`config.mk`:
```
export PLATFORM = sky130hd
export DESIGN_NAME = ctz_serial_gen
export DESIGN_NICKNAME = d
export VERILOG_FILES = /design/src/rtl/ctz_serial_gen.sv
export SDC_FILE = /design/constraint.sdc
export NUM_CORES = 1
export LEC_CHECK = 0
export CELL_PAD_IN_SITES_DETAIL_PLACEMENT = 0
export CELL_PAD_IN_SITES_GLOBAL_PLACEMENT = 1
export CORE_ASPECT_RATIO = 1.5
export CORE_UTILIZATION = 33
export CTS_CLUSTER_DIAMETER = 150
export CTS_CLUSTER_SIZE = 14
export DETAILED_ROUTE_END_ITERATION = 12
export GPL_TIMING_DRIVEN = 0
export PLACE_DENSITY = 0.75
export SETUP_SLACK_MARGIN = 0.1
export SKIP_LAST_GASP = 1
export SLEW_MARGIN = 20
export SYNTH_ARGS = -nofsm -noshare
export SYNTH_HDL_FRONTEND = slang
export SYNTH_SLANG_ARGS = --single-unit
```
`constraint.sdc`:
```
create_clock -name clk -period 1.8 [get_ports clk]
set_input_delay 0.36 -clock clk [delete_from_list [all_inputs] [get_ports clk]]
set_output_delay 0.36 -clock clk [all_outputs]
set_load 0.05 [all_outputs]
```
`src/rtl/ctz_serial_gen.sv`:
```
// ctz_serial_gen: turns a trailing-zero count k into the isolated-LSB word
// (bit k set, or all-zero for k == DATA_WIDTH) and streams it LSB-first,
// one bit per accepted beat, with a parallel copy on word_out.
// Ports: clk/reset (sync, active-high); cnt_in/cnt_valid/cnt_ready count input;
//        dout/dout_valid/dout_ready/dout_last serial output; word_out parallel
//        word; sat_err one-cycle pulse when the accepted count was above DATA_WIDTH.
module ctz_serial_gen #(
  parameter int DATA_WIDTH = 32,
  parameter int CW         = $clog2(DATA_WIDTH) + 1
) (
  input  logic                  clk,
  input  logic                  reset,
  input  logic [CW-1:0]         cnt_in,
  input  logic                  cnt_valid,
  output logic                  cnt_ready,
  output logic                  dout,
  output logic                  dout_valid,
  input  logic                  dout_ready,
  output logic                  dout_last,
  output logic [DATA_WIDTH-1:0] word_out,
  output logic                  sat_err
);

  localparam int IW = $clog2(DATA_WIDTH);

  typedef enum logic {IDLE, SHIFT} state_t;

  state_t          state;
  logic [IW-1:0]   idx;
  logic [CW-1:0]   k_r;
  logic [CW-1:0]   k_sat;
  logic            accept;

  // Out-of-range counts collapse onto the all-zero frame.
  assign k_sat = (cnt_in > CW'(DATA_WIDTH)) ? CW'(DATA_WIDTH) : cnt_in;

  assign dout_valid = (state == SHIFT);
  assign dout_last  = (state == SHIFT) && (idx == IW'(DATA_WIDTH - 1));
  // idx never reaches DATA_WIDTH, so a saturated k_r yields all-zero beats.
  assign dout       = (state == SHIFT) && (CW'(idx) == k_r);

  // In SHIFT a new count is only taken on the final accepted beat, which lets
  // the next frame start with no bubble. Held low while reset is asserted.
  assign cnt_ready = !reset && ((state == IDLE) || (dout_last && dout_ready));
  assign accept    = cnt_valid && cnt_ready;

  always_ff @(posedge clk) begin
    if (reset) begin
      state    <= IDLE;
      idx      <= '0;
      k_r      <= '0;
      word_out <= '0;
      sat_err  <= 1'b0;
    end else begin
      sat_err <= 1'b0;
      if (accept) begin
        k_r      <= k_sat;
        word_out <= (k_sat == CW'(DATA_WIDTH)) ? '0
                    : ({{(DATA_WIDTH-1){1'b0}}, 1'b1} << k_sat);
        idx      <= '0;
        state    <= SHIFT;
        sat_err  <= (cnt_in > CW'(DATA_WIDTH));
      end else if (state == SHIFT && dout_ready) begin
        if (dout_last) begin
          state <= IDLE;
        end else begin
          idx <= idx + IW'(1);
        end
      end
    end
  end

endmodule

```
==> flow_summary_export.csv <==
group,metric,value,unit
status,status,"finished with violations",
status,violations,"setup timing",
critical_path,worstPathArrival,1.53,ns
synth,yosysSeqAreaShare,51.39,%
global_route,grt_max_degree,15,
place,port_buffers,43,
timing,timing.final.ws_setup,-0.09210,ns
finish,n_fill_cell,513,
power,irDropWorstVdd,0.6290,mV
timing,slew_headroom,66.34,%
timing,timing.final.max_slew_violations,0,
place,routabilityCongestion,0.7367,
synth,synth_area,1753,um2
hold_path,min_path_cells,2,
synth,yosysUniqueCellTypes,38,
critical_path,r2r_slack,-0.04,ns
power,netSwitchingFraction,26.19,%
finish,fin_util,50.63,%
drt,firstDrtPassIters,4,
floorplanning,dieArea,5613,um2
timing,period_share,105.1,%
critical_path,worstSetupPathType,"flip-flop to primary output",
drt,drtIter0Drc,38,
critical_path,crit_path_end_kind,"primary output",
clock_network,htreeDepth,2,
finish,seqCellArea,915.9,um2
drt,dr_total_vias,1489,
synth,syn-num-nets,164,
finish,antennaDiodeCount,0,
timing,fmax,528.5,MHz
synth,ys.flop_type,"dfxtp_1",
power,p_seq_share,54.8,%
synth,synth_top_area_share,51.39,%
drt,routed_wl,4784,um
hold_path,worstHoldStart,"reset",
floorplanning,num_io_pins,47,
clock_network,cts_hold_buf,0,
global_route,grt_use_total,19.07,%
synth,ys_ff_latch,45,
floorplanning,initial_core_util,34.20,%
power,p_sw,0.4843,mW
drt,via_per_inst,5.170,
clock_network,cts_made_buffers,5,
timing,rsz0062_at_grt,"yes",
drt,drc,0,
clock_network,cts_tree,"built",
finish,multi_input_area,904.6,um2
finish,final_cell_mix,"39 x dfxtp_1, 36 x dlygate4sd2_1, 25 x a22o_1",
clock_network,cts_buffer_depth,2,
timing,setup_viol,3,
finish,drive_gt1_share,25.45,%
critical_path,cp.required,1.44,ns
critical_path,worstReg2RegStart,"idx[0]$_SDFFE_PP0P_",
finish,nets,231,
synth,ys_top_cells_by_area,"dfxtp_1 51%, a22o_1 12%, a32o_1 5.7%, nor2_1 3.6%, nand2b_1 2.5%",
synth,syn-instance-count,152,
critical_path,worst_path_largest_cell_delay,0.37,ns
synth,async_reset_ff_share,0,%
global_route,overflow,0,
timing,fin_crit,1.892,ns
critical_path,worstPathMaxFanout,4,
global_route,grt_pass1_vias,1634,
timing,hold_violations,0,
timing,skew,0.004543,ns
floorplanning,die_x,61.51,um
global_route,grt_pass1_wl,7928,um
finish,syn_to_final_growth,48.04,%
power,p_leak,1.158,nW
critical_path,r2r_cells,8,
clock_network,clockRootBuffer,"clkbuf_8",
global_route,met1_usage,20.85,%
critical_path,r2r_end,"word_out[1]$_SDFFE_PP0P_",
floorplanning,num_rows,32,
drt,avgRoutedWirePerCell,16.61,um
drt,antenna_left,0,
finish,layout_commonest_cell,"dfxtp_1",
hold_path,hold_class,"input port to flip-flop",
place,dp_hpwl,3331,um
critical_path,startpoint_type,"flip-flop",
floorplanning,dieHeight,91.26,um
synth,synth_area_per_cell,11.53,um2
global_route,use_met2,33.42,%
critical_path,path_buf_inv,1,
clock_network,insertion_delay,0.29,ns
global_route,antenna_found_initial,0,
synth,synth_top_cell_by_area,"dfxtp_1",
global_route,busiest_layer,"met2",
power,clock_power_share,32.5,%
power,power_density,712.7,nW/um2
power,p_int,1.365,mW
clock_network,cts.sinks,45,
timing,hold_slack,0.2834,ns
synth,ys_warn_count,0,
clock_network,cts.clk_slew.worst_paths,0.08,ns
synth,synth_edf_count,0,
critical_path,crit_top_cell,"ha_4",
global_route,grt.met3_usage,4.558,%
critical_path,crit_slowest_cell,"dfxtp_4",
power,power_frac_comb,12.7,%
job,timing.max_cap.violations,0,
floorplanning,core_area,5125,um2
critical_path,path_cells,"ha_4 > and3_4 > ha_4 > a21boi_4 > nor2_4 > buf_8",
timing,worst_pin_slew,0.5069,ns
hold_path,hold_end,"dout_valid$_SDFFE_PP0P_",
critical_path,cpLargestDelayFamily,"flip-flops",
## layout make-up
class	instances	area share [%]
multi-input combinational	99	34.86
clock inverter	3	0.6750
inverter	2	0.2893
buffer	6	1.880
tap	68	3.279
sequential	45	35.29
clock buffer	5	2.652
timing repair buffer	60	21.07
## worst register-to-register path, stage by stage, from the launching register on
cell and delay, ns:
dfxtp_4 0.37, ha_4 0.16, and3_4 0.15, ha_4 0.17
a21boi_4 0.20, buf_6 0.20, nor4_4 0.07, buf_4 0.16
a32o_1 0.26
## what timing repair did
item                       CTS  global route
pin swaps                   17             8
setup buffers               15             2
gates resized for setup     79             7
gates cloned                 0             1
setup endpoints to repair   75            42
## metrics by stage
| stage | worst slack, ns | cell area (um2) | TNS [ns] | cells | power, mW |
|---|---|---|---|---|---|
| floorplan | 0.05676 | 1814 | 0 | 152 | 1.176 |
| global placement | -0.6369 | 2330 | -13.03 | 263 | 1.237 |
| detailed placement | -0.6589 | 2330 | -14.07 | 263 | 1.243 |
| CTS | -0.09113 | 2576 | -0.3722 | 286 | 1.868 |
| global route | -0.1561 | 2595 | -1.098 | 288 | 1.931 |
| finish | -0.09210 | 2595 | -0.1411 | 288 | 1.849 |
## state kept, by name (all words and copies together) (netlist names)
| signal | count |
|---|---|
| dout_valid | 1 |
| idx | 5 |
| k_r | 6 |
| sat_err | 1 |
| word_out | 32 |
## cells by family (layout without fill, tap and decap cells)
logic type / Yosys count / after routing / synth area share, %
flops: 45 / 45 / 51.39
compound gates: 42 / 42 / 21.91
simple gates: 43 / 43 / 16.49
xor+xnor: 7 / 7 / 3.498
fa+ha+maj: 2 / 2 / 1.427
buf+inv: 8 / 76 / 2.355
mux: 5 / 5 / 2.927
## how the worst max path moves through the flow
stage / endpoint / cells past startpoint / from
after floorplan: cnt_ready / 5 / idx[0]$_SDFFE_PP0P_
after global placement: cnt_ready / 4 / dout_ready
after detailed placement: cnt_ready / 4 / dout_ready
after CTS: dout / 4 / idx[0]$_SDFFE_PP0P_
after global routing: cnt_ready / 6 / idx[0]$_SDFFE_PP0P_
final: cnt_ready / 6 / idx[0]$_SDFFE_PP0P_
## per-layer routing
| metal | vias up | routed length (um) |
|---|---|---|
| met3 | 8 | 227 |
| met1 | 730 | 1858 |
| met4 | 0 | 87 |
| met2 | 47 | 2612 |
| li1 | 704 | - |
| met5 | - | 0 |
## synth_stat cells (all sizes together) (3+ instances only)
library cell	instances
a22o	25
a32o	10
buf	4
dfxtp	45
mux2i	4
nand2b	7
nor2	17
nor4	3
xnor2	4
xor2	3
## power groups by stage
stage	sequential, mW	clock (mW)	combinational, mW
after floorplan	1.05	0	0.121
after global placement	1.04	0	0.197
after detailed placement	1.04	0	0.202
after CTS	1.01	0.619	0.235
after global routing	1.02	0.665	0.250
final	1.01	0.601	0.235
No activity file was read; power rests on OpenSTA's default activity.
